### src/rtl/wb_pkg.sv
// Shared encodings for the writeback scheduler: mux selects, FSM states and fault codes.
package wb_pkg;

   localparam logic [1:0] WB_ALU = 2'b00;
   localparam logic [1:0] WB_MEM = 2'b01;
   localparam logic [1:0] WB_PC4 = 2'b10;
   localparam logic [1:0] WB_IMM = 2'b11;

   typedef enum logic [1:0] {
      IDLE,
      WAIT_RESP,
      ERR
   } wb_state_t;

   localparam logic [1:0] ERR_NONE     = 2'b00;
   localparam logic [1:0] ERR_TIMEOUT  = 2'b01;
   localparam logic [1:0] ERR_SPURIOUS = 2'b10;

endpackage

### src/rtl/wb_hazard_unit.sv
// Combinational execute-stage stall while a load is outstanding: second load, RAW, WAW and
// write-port conflict with the returning load.
module wb_hazard_unit
   import wb_pkg::*;
#(
   parameter int unsigned REG_AW = 5
) (
   input  logic              ex_valid,
   input  logic [1:0]        ex_wb_src,
   input  logic [REG_AW-1:0] ex_rd,
   input  logic [REG_AW-1:0] ex_rs1,
   input  logic [REG_AW-1:0] ex_rs2,
   input  logic              ex_rs1_used,
   input  logic              ex_rs2_used,
   input  logic [REG_AW-1:0] pend_rd,
   input  logic              ld_pending,
   input  logic              mem_rvalid,
   output logic              stall
);

   logic is_load;
   logic rd_nz;
   logic raw;
   logic waw;
   logic port_conflict;

   always_comb begin
      is_load       = (ex_wb_src == WB_MEM);
      rd_nz         = (ex_rd != '0);
      raw           = (pend_rd != '0) &&
                      ((ex_rs1_used && (ex_rs1 == pend_rd)) ||
                       (ex_rs2_used && (ex_rs2 == pend_rd)));
      waw           = !is_load && rd_nz && (ex_rd == pend_rd);
      port_conflict = mem_rvalid && !is_load && rd_nz;
      stall         = ld_pending && ex_valid && (is_load || raw || waw || port_conflict);
   end

endmodule

### src/rtl/wb_scheduler.sv
// Register-file write-port owner: merges execute results with one outstanding load,
// stalls execute on hazards and watchdogs the load.
module wb_scheduler
   import wb_pkg::*;
#(
   parameter int unsigned TIMEOUT = 64,
   parameter int unsigned REG_AW  = 5
) (
   input  logic              clk,
   input  logic              rst,
   input  logic              ex_valid,
   input  logic [1:0]        ex_wb_src,
   input  logic [REG_AW-1:0] ex_rd,
   input  logic [REG_AW-1:0] ex_rs1,
   input  logic [REG_AW-1:0] ex_rs2,
   input  logic              ex_rs1_used,
   input  logic              ex_rs2_used,
   input  logic              mem_rvalid,
   output logic              ex_ready,
   output logic              rf_we,
   output logic [REG_AW-1:0] rf_waddr,
   output logic [1:0]        wb_sel,
   output logic              ld_pending,
   output logic              err,
   output logic [1:0]        err_code
);

   localparam int unsigned TW = (TIMEOUT > 2) ? $clog2(TIMEOUT) : 1;

   wb_state_t         fsm;
   logic [REG_AW-1:0] pend_rd;
   logic [TW-1:0]     timer;
   logic [1:0]        err_code_q;

   logic stall;
   logic ex_is_load;
   logic ex_wr;
   logic ld_wr;

   wb_hazard_unit #(
      .REG_AW (REG_AW)
   ) u_hazard (
      .ex_valid    (ex_valid),
      .ex_wb_src   (ex_wb_src),
      .ex_rd       (ex_rd),
      .ex_rs1      (ex_rs1),
      .ex_rs2      (ex_rs2),
      .ex_rs1_used (ex_rs1_used),
      .ex_rs2_used (ex_rs2_used),
      .pend_rd     (pend_rd),
      .ld_pending  (ld_pending),
      .mem_rvalid  (mem_rvalid),
      .stall       (stall)
   );

   always_comb begin
      ld_pending = (fsm == WAIT_RESP);
      err        = (fsm == ERR);
      err_code   = err_code_q;
      ex_is_load = (ex_wb_src == WB_MEM);
      ex_ready   = !err && !stall;
      ex_wr      = ex_valid && ex_ready && !ex_is_load && (ex_rd != '0);
      ld_wr      = ld_pending && mem_rvalid && (pend_rd != '0);
      rf_we      = ex_wr || ld_wr;
      rf_waddr   = '0;
      wb_sel     = WB_ALU;
      // Hazard logic guarantees ex_wr and ld_wr are never both set.
      if (ld_wr) begin
         rf_waddr = pend_rd;
         wb_sel   = WB_MEM;
      end else if (ex_wr) begin
         rf_waddr = ex_rd;
         wb_sel   = ex_wb_src;
      end
   end

   always_ff @(posedge clk) begin
      if (rst) begin
         fsm        <= IDLE;
         pend_rd    <= '0;
         timer      <= '0;
         err_code_q <= ERR_NONE;
      end else begin
         unique case (fsm)
            IDLE: begin
               if (mem_rvalid) begin
                  fsm        <= ERR;
                  err_code_q <= ERR_SPURIOUS;
               end else if (ex_valid && ex_is_load) begin
                  fsm     <= WAIT_RESP;
                  pend_rd <= ex_rd;
                  timer   <= '0;
               end
            end
            WAIT_RESP: begin
               if (mem_rvalid) begin
                  fsm <= IDLE;
               end else if (timer == TW'(TIMEOUT - 1)) begin
                  fsm        <= ERR;
                  err_code_q <= ERR_TIMEOUT;
               end else begin
                  timer <= timer + 1'b1;
               end
            end
            ERR: fsm <= ERR;
            default: fsm <= ERR;
         endcase
      end
   end

endmodule

### config.mk
export PLATFORM = sky130hd
export DESIGN_NAME = wb_scheduler
export DESIGN_NICKNAME = d
export VERILOG_FILES = /design/src/rtl/wb_pkg.sv /design/src/rtl/wb_hazard_unit.sv /design/src/rtl/wb_scheduler.sv
export SDC_FILE = /design/constraint.sdc
export NUM_CORES = 1
export LEC_CHECK = 0
export ABC_CLOCK_PERIOD_IN_PS = 2100
export CAP_MARGIN = 10
export CORE_MARGIN = 1.5
export CORE_UTILIZATION = 55
export CTS_CLUSTER_SIZE = 28
export DETAILED_ROUTE_END_ITERATION = 10
export DONT_BUFFER_PORTS = 1
export PLACE_DENSITY = 0.73
export SETUP_SLACK_MARGIN = 0.5
export SLEW_MARGIN = 20
export SYNTH_ARGS = -nofsm -noshare
export SYNTH_HDL_FRONTEND = slang
export SYNTH_HIERARCHICAL = 1
export SYNTH_SLANG_ARGS = --single-unit
### constraint.sdc
create_clock -name clk -period 2.1 [get_ports clk]
set_input_delay 0.315 -clock clk [delete_from_list [all_inputs] [get_ports clk]]
set_output_delay 0.315 -clock clk [all_outputs]
set_load 0.02 [all_outputs]
Word-level counts from Yosys, hierarchy flattened
Index checks and enable logic that the tools add are counted.
Widths: inputs -> output; s select.
{ "totals": {"mem_bits_ro": 0, "input_bits": 23, "latchBits": 0, "reg_bits": 15, "mem_bits_rw": 0, "mem_count": 0, "wordCells": 71} }
{ "classes": {"bitwise": 1, "muxes": 18, "eq_ne": 15, "reduce_logical": 32, "shifts": 0, "n_addsub": 1, "mul": 0, "div_mod_pow": 0, "order_cmp": 0} }
{ "op_table": {"columns": ["cell", "count"], "rows": [
  ["$mux 6", 4],
  ["$mux 2", 9],
  ["$logic_and 1x1->1", 16],
  ["$eq 5x5->1", 3],
  ["$ne 2x2->1 const B", 6],
  ["$pmux 6 s2", 1],
  ["$mux 5", 2],
  ["$reduce_bool 5->1", 2],
  ["$pmux 2 s2", 2],
  ["$add 6x1->6 const B", 1],
  ["$eq 6x6->1 const B", 1],
  ["$ne 3x3->1 const B", 2],
  ["$logic_or 1x1->1", 5],
  ["$reduce_and 5->1", 1],
  ["$eq 2x1->1 const B", 2],
  ["$reduce_and 4->1", 1],
  ["$logic_not 1->1", 3],
  ["$reduce_and 3->1", 1],
  ["$eq 2x2->1 const B", 1],
  ["$logic_not 2->1", 1],
  ["$reduce_and 2->1", 1],
  ["$reduce_bool 2->1", 1],
  ["$not 1->1", 1]
]} }

Logic depth before layout (Yosys ltp)
Gate-level depths: netlist of run 1.
{ "depth": {"ltp_word": 15, "mapped_depth": 8, "depth_no_buf": 8} }

Hierarchy
The synthesis of run 1 kept the hierarchy.
{ "modules_own_cells": {"columns": ["module", "seq_area_each_um2", "instances", "area_per_inst_um2", "cells_per_inst"], "rows": [
  ["wb_scheduler", 300.3, 1, 880.8, 103],
  ["wb_hazard_unit", 0.0, 1, 214.0, 30]
]} }

Least setup slack after synthesis of run 1
Ideal clock, no wire load.
{ "synth_path": {"path_type": "reg2out", "start": "register pend_rd[2]", "end": "output wb_sel[0]", "t_arrival_ns": 2.235, "required_time_ns": 1.785, "setup_slack_ns": -0.450, "path_stages_with_launch": 9, "path_buffers": 0, "cell_sequence": "dfxtp_1 xor2_1 nor4_1 nand3_1 a22oi_1 o311a_1 nor4b_4 o21ai_1 o21ai_0"} }
{ "synth_between": {"elab_chain_cells": 15, "word_cells_on_any_way": 21, "cone_classes": "3 x eq/ne; 2 x mux; 16 x reduce/logical"} }
{ "synth_rtl": {"columns": ["element", "line_no", "source"], "rows": [
  ["start, declared", "wb_scheduler.sv:31", "logic [REG_AW-1:0] pend_rd;"],
  ["start signal, assigned", "wb_scheduler.sv:91", "pend_rd <= ex_rd;"],
  ["$eq 5x5->1, on equally long branches", "wb_hazard_unit.sv:31, wb_hazard_unit.sv:32", null],
  ["$logic_and 1x1->1, on equally long branches", "wb_hazard_unit.sv:31, wb_hazard_unit.sv:32", null],
  ["$logic_or 1x1->1", "wb_hazard_unit.sv:31", "((ex_rs1_used && (ex_rs1 == pend_rd)) ||"],
  ["$logic_and 1x1->1", "wb_hazard_unit.sv:30", "raw = (pend_rd != '0) &&"],
  ["$logic_or 1x1->1", "wb_hazard_unit.sv:35", "stall = ld_pending && ex_valid && (is_load || raw || waw || port_conflict);"],
  ["$logic_or 1x1->1 * (2 in a row)", "wb_hazard_unit.sv:35", null],
  ["$logic_and 1x1->1 *", "wb_hazard_unit.sv:35", null],
  ["named net stall", "wb_scheduler.sv:35", "logic stall;"],
  ["$logic_not 1->1 *", "wb_scheduler.sv:61", "ex_ready = !err && !stall;"],
  ["$logic_and 1x1->1 *", "wb_scheduler.sv:61", null],
  ["$logic_and 1x1->1 * (3 in a row)", "wb_scheduler.sv:62", "ex_wr = ex_valid && ex_ready && !ex_is_load && (ex_rd != '0);"],
  ["$mux 2 *", "wb_scheduler.sv:71", "end else if (ex_wr) begin"],
  ["$mux 2 *", "wb_scheduler.sv:68", "if (ld_wr) begin"],
  ["end, declared", "wb_scheduler.sv:22", "output logic [1:0] wb_sel,"]
]} }
The timed path passes the listed nets; every way through them passes the cells marked *.

Worst setup path in the final report of run 1
{ "layout_path": {"start": "register pend_rd[3]", "end": "output wb_sel[1]"} }
Same word-level chain as after synthesis.

==> results of run 1 <==
## cell families (layout without fill, tap and decap cells)
logic type | count (synthesis) | count (layout) | synth area share (%)
flip-flops | 15 | 15 | 27.4
multiplexers | 6 | 6 | 5.60
XOR/XNOR | 14 | 14 | 11.2
AND/OR/NAND/NOR | 58 | 58 | 31.9
adder cells (fa/ha/maj) | 1 | 1 | 1.14
buffers and inverters | 12 | 35 | 5.37
AO/OA/AOI/OAI | 27 | 27 | 17.4
## state kept, by name, summed over array words and instances (netlist names)
name	cells
timer	6
fsm	2
pend_rd	5
err_code	2
## what timing repair did
item / 4_1_cts / 5_1_grt
setup endpoints to repair: 9 / 15
setup buffers: 11 / 1
endpoints found under the hold margin: 0 / 0
pin swaps: 9 / 7
resized for setup: 16 / 9
## routing by layer
layer | share of wire, % | routed length [um] | global-route usage, %
met4 | 1.9 | 61 | 7.03
met3 | 5.0 | 159 | 7.55
met2 | 51 | 1600 | 44.6
met5 | 0 | 0 | 0
met1 | 42 | 1340 | 37.2
## cell usage after synthesis, types with 2 or more instances
library cell,number
buf_2,2
nand3_1,19
mux2i_1,5
o211ai_1,2
a21oi_1,6
nand2_1,5
xnor2_1,5
xor2_1,9
or3_1,2
inv_1,7
o21ai_0,3
nand3b_1,3
nor2_1,8
a31oi_1,6
or4_4,2
nor2b_1,3
or4_1,2
nor4_1,5
o21ai_1,2
dfxtp_1,15
## power groups by stage
stage	sequential (W)	combinational, W	clock, W
floorplan	0.000303	0.0000825	0
CTS	0.000295	0.000114	0.000173
detailed placement	0.000303	0.0000960	0
global route	0.000296	0.000134	0.000185
global placement	0.000302	0.0000948	0
finish	0.000295	0.000127	0.000168
## worst max-delay path: cells and delay by family (launching register included)
| family | cells | cell delay, ps |
|---|---|---|
| AO/OA/AOI/OAI | 3 | 700 |
| buffers and inverters | 2 | 270 |
| flip-flops | 1 | 400 |
| XOR/XNOR | 1 | 230 |
| AND/OR/NAND/NOR | 3 | 460 |
## worst max-delay path by stage
stage,end,slack [ps]
after floorplan,wb_sel[0],-40
after global placement,wb_sel[0],-90
after detailed placement,wb_sel[0],-160
after CTS,rf_waddr[0],-440
after global routing,wb_sel[1],-660
final,wb_sel[1],-580
## layout make-up
cell class / instances / area [um^2] / area share [%]
Sequential cell: 15 / 310 / 20.9
Clock buffer: 3 / 22.5 / 1.52
Multi-Input combinational cell: 106 / 897 / 60.5
Tap cell: 25 / 31.3 / 2.11
Inverter: 7 / 26.3 / 1.77
Timing Repair Buffer: 24 / 191 / 12.9
Clock inverter: 1 / 5.00 / 0.337
## metrics by stage
step | setup TNS (ps) | std cells | cell area, um^2 | hold WS (ps)
after CTS | -3070 | 180 | 1430 | 64.7
final | -4340 | 181 | 1480 | 74.5
after global placement | -315 | 165 | 1240 | 383
after global routing | -5190 | 181 | 1480 | 53.7
after floorplan | -41.0 | 133 | 1150 | 384
after detailed placement | -803 | 165 | 1240 | 382
==> summary.txt, run 1 <==
Status
  • Status: finished with violations
  • Failing checks: setup timing

Floorplan
  • Starting Density: between 60% and 70%
  • Die width: 47.6 um
  • Boundary Pins: 36
  • Core Rows: 15
  • Die area: 2270 um^2
  • Die Height: 47.6 um
  • Core area: 1800 um^2

Timing
  • Max-Slew Margin vs Limit: 72.5%
  • Final worst path period share: 127%
  • Final setup margin: -575 ps
  • FMAX: 374 MHz
  • Clk_skew: 4.47 ps
  • Fin. Hold Viols: 0
  • Slew Limit Fails: 0
  • Final min period: 2680 ps
  • Unrepaired setup endpoints after global routing: true
  • Final Setup Violations: 9
  • Worst Tran Pin Value: around 410 ps

Clocking
  • CTS Hold Buffers Added: 0
  • Skew-Pair Late Insertion Delay: 290 ps
  • Clock-pin slew on the worst setup and hold paths: approximately 90 ps
  • Total clock sinks: 15
  • CTS Buf Count: 3
  • Htree depth: 1
  • Clk buf depth: 2
  • CTS tree: yes
  • Root buffer cell: clkbuf_4

Hold path
  • Hold endpoint: pend_rd[2]
  • Hold depth: 1
  • HP Class: primary input to flop
  • Hold_sp: rst

Route
  • Residual DRC: 0
  • Pre-antenna DRT Iters: 4
  • Drt initial violations: 17
  • Vias: roughly 1100
  • WL final: 3.16 mm
  • Routed Antenna Nets: 0
  • Wire per inst: roughly 17 um
  • Via density per instance: just over 6

Pwr
  • P_leak: 0.578 nW
  • Seq pwr share: 50.0%
  • Clk pwr share: between 20 and 30%
  • VDD IR max: between 0.0005 and 0.0006 V
  • Psw: 0.000172 W
  • Switch share: 29.1%
  • Cell internal pwr: 0.000418 W
  • Pwr Density: 397 nW/um^2
  • Comb power frac: 21.5%
  • Power Total: 0.000590 W

Placed design
  • Dpl hpwl: roughly 2.0 mm
  • Count of input and output buffers: 0
  • DP Worst Slack: -157 ps
  • GP Congestion: 0.799

Setup path
  • Worst R2R Start: fsm[1]
  • CP max FO: 5
  • Reg2reg path depth: 5
  • Worst EP required: around 1800 ps
  • Arr. time, crit path: 2360 ps
  • Worst r2r dst: timer[5]
  • Crit-path cells: xor2_1 -> nor4_2 -> nand3_1 -> a22oi_2 -> o311a_1 -> nor4b_4 -> buf_6 -> buf_6 -> o2111a_2
  • Most used cell, CP: buf_6
  • Startpoint type of the worst setup path: flop
  • Crit. End Element: primary output
  • Slowest stage cell, crit path: dfxtp_4
  • Crit Path Class: flop to primary output
  • Critical path startpoint: pend_rd[3]
  • Crit path largest cell delay: 400 ps
  • R2R setup slack: 560 ps

Layout
  • P&R area growth vs syn: 35.5%
  • Ant. Diodes: 0
  • Commonest non-fill, non-tap cell in the layout: buf_4
  • Final core occ: 82.4%
  • Most frequent cells in the layout: 21 x buf_4, 15 x nand3_1, 11 x dfxtp_1, 8 x xor2_1
  • Fin nets: 181
  • Layout cells sized above 1: 38.5%
  • Layout fillers: 120

Synthesis
  • Area leader, netlist: dfxtp_1
  • Post-Syn Area per Cell: 8.23 um^2
  • Main synth FF type: dfxtp_1
  • Synthesized area: between 1000 and 1500 um^2
  • Post-synthesis net count: 157
  • Distinct cell type count after synthesis: 42
  • Top cells by area, synth: dfxtp_1 27%, nand3_1 8.7%, xor2_1 7.2%
  • Cells after Synth: 133
  • Yosys top cell area share: approximately 27%
  • Synth async-reset ratio: 0%
  • Post-synth EDFFs: 0
  • Synthesized flop and latch total: 15
  • Synth warn: 6
  • Register area share after synthesis: 27.4%

GRT
  • Total GRT Usage: between 20% and 30%
  • Vias in the first global route: roughly 950
  • Largest net degree at the start of global routing: 17
  • Remaining Overflow, GRT: 0
  • Initial antenna violation count: 0
  • First-pass GRT wire length: approximately 4.3 mm

Run
  • Maxcap violations: 0
Power figures use the tool's default switching activity.
==> run 2: changes to the inputs <==
--- a/config.mk
+++ b/config.mk
@@ -5,6 +5,7 @@
 export SDC_FILE = /design/constraint.sdc
 export NUM_CORES = 1
 export LEC_CHECK = 0
+export ABC_AREA = 1
 export ABC_CLOCK_PERIOD_IN_PS = 2100
 export CAP_MARGIN = 10
 export CORE_MARGIN = 1.5
@@ -12,10 +13,10 @@
 export CTS_CLUSTER_SIZE = 28
 export DETAILED_ROUTE_END_ITERATION = 10
 export DONT_BUFFER_PORTS = 1
+export MAX_ROUTING_LAYER = met4
 export PLACE_DENSITY = 0.73
 export SETUP_SLACK_MARGIN = 0.5
 export SLEW_MARGIN = 20
 export SYNTH_ARGS = -nofsm -noshare
 export SYNTH_HDL_FRONTEND = slang
-export SYNTH_HIERARCHICAL = 1
 export SYNTH_SLANG_ARGS = --single-unit
==> run 2 against run 1 <==
The run now ends clean. Clock-buffer cell count is 1 higher. Synthesized cell count is 39% higher. Sequential share of layout area is 3.4 points higher. Sequential cell count stayed put. Global-route usage is 1.8 points higher. Combinational power is 9% higher. Fmax is 38% higher. Via count is 7.0% higher. Clock skew is 4.5 ps higher. Critical endpoint is now rf_waddr[0]. Largest power group unchanged.
==> summary.txt, run 2 <==
Timing
  • Slew Limit Fails: 0 (unchanged)
  • Final worst path period share: 92.0% (was 127%)
  • Sum of negative setup slack: 0 ps (was -4340 ps)
  • Worst Tran Pin Value: 412 ps (was 411 ps)
  • Final min period: 1930 ps (was 2680 ps)
  • Hold WS: 70.9 ps (was 74.5 ps)
  • Unrepaired setup endpoints after global routing: true (unchanged)
  • FMAX: 518 MHz (was 374 MHz)
  • Clk_skew: 8.94 ps (was 4.47 ps)
  • Fin. Hold Viols: 0 (unchanged)
  • Final Setup Violations: 0 (was 9)
  • Max-Slew Margin vs Limit: 72.4% (was 72.5%)

Placed design
  • Count of input and output buffers: 0 (unchanged)
  • GP Congestion: 0.946 (was 0.799)
  • Dpl hpwl: 2.14 mm (was 1.99 mm)
  • Area after DPL: 1150 um^2 (was 1240 um^2)

Synthesis
  • Yosys top cell area share: 27.3% (was 27.4%)
  • Post-synthesis net count: 209 (was 157)
  • Register area share after synthesis: 27.3% (was 27.4%)
  • Post-synth EDFFs: 0 (unchanged)
  • Complex-gate fraction of the synthesized area: 10.3% (was 17.4%)
  • Top cells by area, synth: dfxtp_1 27%, nand2_1 20%, inv_1 9.2% (was dfxtp_1 27%, nand3_1 8.7%, xor2_1 7.2%)
  • Largest family of logic cells by synthesized area: simple AND/OR/NAND/NOR gates (unchanged)
  • Distinct cell type count after synthesis: 22 (was 42)
  • Area leader, netlist: dfxtp_1 (unchanged)
  • Post-Syn Area per Cell: 5.94 um^2 (was 8.23 um^2)
  • Synthesized flop and latch total: 15 (unchanged)
  • Main synth FF type: dfxtp_1 (unchanged)
  • Synth async-reset ratio: 0% (unchanged)
  • Post-Synth Adder-Cell Area: 1.14% (about the same)
  • Simple-gate share of the synthesized area: 46.1% (was 31.9%)
  • Synthesized area: 1100 um^2 (was 1090 um^2)
  • Post-synthesis mux area share: 0% (was 5.60%)
  • Commonest cells in the synthesized netlist: 59 x nand2_1, 27 x inv_1, 21 x nor2_1 (was 19 x nand3_1, 15 x dfxtp_1, 9 x xor2_1)
  • Post-Synth XOR/XNOR Area: 3.19% (was 11.2%)
  • Cell with the most instances after synthesis: nand2_1 (was nand3_1)
  • Synth warn: 0 (was 6)
  • Cells after Synth: 185 (was 133)

Layout
  • Most frequent cells in the layout: 45 x nand2_1, 27 x inv_1, 14 x nand2_2, 13 x nor2_1, 11 x a21oi_1 (was 21 x buf_4, 15 x nand3_1, 11 x dfxtp_1, 8 x xor2_1)
  • Layout cells sized above 1: 29.9% (was 38.5%)
  • Finished Cell Area: 1310 um^2 (was 1480 um^2)
  • P&R area growth vs syn: 19.5% (was 35.5%)
  • Max FFs per register: 6 (unchanged)
  • Leading registers by flop count: timer x6, pend_rd x5 (unchanged)
  • Layout fillers: 174 (was 120)
  • Commonest non-fill, non-tap cell in the layout: nand2_1 (was buf_4)
  • Fin nets: 219 (was 181)
  • Ant. Diodes: 0 (unchanged)
  • Largest Register: timer (unchanged)

GRT
  • M2 GR Usage: 47.5% (was 44.6%)
  • Initial antenna violation count: 0 (unchanged)
  • Remaining Overflow, GRT: 0 (unchanged)
  • Largest net degree at the start of global routing: 12 (was 17)
  • GRT met1 Usage: 33.8% (was 37.2%)
  • Total GRT Usage: 29.6% (was 27.8%)
  • Vias in the first global route: 1038 (was 947)
  • Grt met3 use: 8.30% (was 7.55%)
  • First-pass GRT wire length: 4.46 mm (was 4.32 mm)
  • GR peak layer: met2 (unchanged)

Run
  • Maxcap violations: 0 (unchanged)

Route
  • Via density per instance: 5.37 (was 6.07)
  • Wire per inst: 12.8 um (was 17.5 um)
  • WL final: 2.79 mm (was 3.16 mm)
  • Residual DRC: 0 (unchanged)
  • Drt initial violations: 22 (was 17)
  • Vias: 1176 (was 1099)
  • Routed Antenna Nets: 0 (unchanged)
  • Pre-antenna DRT Iters: 4 (unchanged)

Setup path
  • CP max FO: 7 (was 5)
  • Arr. time, crit path: 1620 ps (was 2360 ps)
  • Worst EP required: 1780 ps (about the same)
  • Crit. End Element: primary output (unchanged)
  • Worst r2r dst: timer[5] (unchanged)
  • R2R setup slack: 620 ps (was 560 ps)
  • Crit Path Class: flop to primary output (unchanged)
  • Worst R2R Start: timer[1] (was fsm[1])
  • Startpoint type of the worst setup path: flop (unchanged)
  • Reg2reg path depth: 10 (was 5)

Floorplan
  • Starting Density: 61.0% (was 60.8%)
  • Die Height: 47.7 um (was 47.6 um)
  • Die width: 47.7 um (was 47.6 um)
  • Boundary Pins: 36 (unchanged)
  • Die area: 2270 um^2 (about the same)
  • Core area: 1800 um^2 (unchanged)
  • Core Rows: 15 (unchanged)

Hold path
  • HP Class: primary input to flop (unchanged)
  • Hold_sp: rst (unchanged)
  • Hold depth: 1 (unchanged)
  • Hold endpoint: timer[1] (was pend_rd[2])

Clocking
  • Skew-Pair Late Insertion Delay: 300 ps (was 290 ps)
  • CTS Buf Count: 3 (unchanged)
  • CTS Hold Buffers Added: 0 (unchanged)
  • Root buffer cell: clkbuf_4 (unchanged)
  • Total clock sinks: 15 (unchanged)
  • Htree depth: 1 (unchanged)
  • CTS tree: yes (unchanged)
  • Clock-pin slew on the worst setup and hold paths: 100 ps (was 90 ps)
  • Clk buf depth: 2 (unchanged)

Status
  • Status: finished clean (was finished with violations)

Pwr
  • P_leak: 0.637 nW (was 0.578 nW)
  • Pwr Density: 468 nW/um^2 (was 397 nW/um^2)
  • VDD IR max: 0.000366 V (was 0.000596 V)
run 2: worst max-delay path, stage by stage, from the launching register on:
cell,delay (ps)
dfxtp_4,390
inv_4,70
nand2_2,50
nand2_2,70
nor2_2,30
nand3_1,70
nand2_1,60
nand2_1,80
nand3_2,110
nand2_4,120
nand4_1,120
nand2_2,140
run 2: logic make-up (layout without fill, tap and decap cells):
family,count (synthesis),after routing
compound gates,22,22
xor+xnor,4,4
fa+ha+maj,1,1
buf+inv,35,44
flops,15,15
simple gates,108,108
run 2: area by class of cell:
class	count	area (um^2)	area share [%]
timing repair buffer	6	45.0	3.43
inverter	34	133	10.1
multi-input combinational	135	758	57.8
sequential	15	319	24.3
clock buffer	4	26.3	2.00
tap	25	31.3	2.38
run 2: repair_timing:
item                                   CTS  global route
resized for setup                       22            19
setup buffers                            1             2
setup endpoints to repair                9            16
endpoints found under the hold margin    0             0
pin swaps                                4            16
run 2: power breakdown:
part           internal (W)  leakage [nW]  switching [W]
Sequential         0.000288         0.126      0.0000118
Clock             0.0000741        0.0150       0.000102
Combinational     0.0000482         0.495      0.0000900
run 2: metrics by stage:
stage	utilization [%]	total power [W]	cells	setup WS (ps)
after floorplan	-	0.000402	185	524
after global placement	63.7	0.000422	212	409
after detailed placement	63.7	0.000424	212	424
after CTS	69.1	0.000606	217	193
after global routing	72.8	0.000647	219	52.3
final	72.8	0.000615	219	168
run 2: worst max-delay path by stage:
stage	from	end	slack (ps)	depth (start not counted)
finish	pend_rd[4]	rf_waddr[0]	170	11
global route	pend_rd[3]	rf_waddr[1]	50	9
CTS	pend_rd[4]	wb_sel[1]	190	11
detailed placement	pend_rd[4]	ex_ready	420	8
global placement	pend_rd[4]	wb_sel[0]	410	11
floorplan	fsm[0]	rf_we	520	7
run 2: layer usage:
metal,wire (um),vias up
met5,0,-
met4,51,0
met3,224,5
met2,1390,41
met1,1130,530
li1,-,600
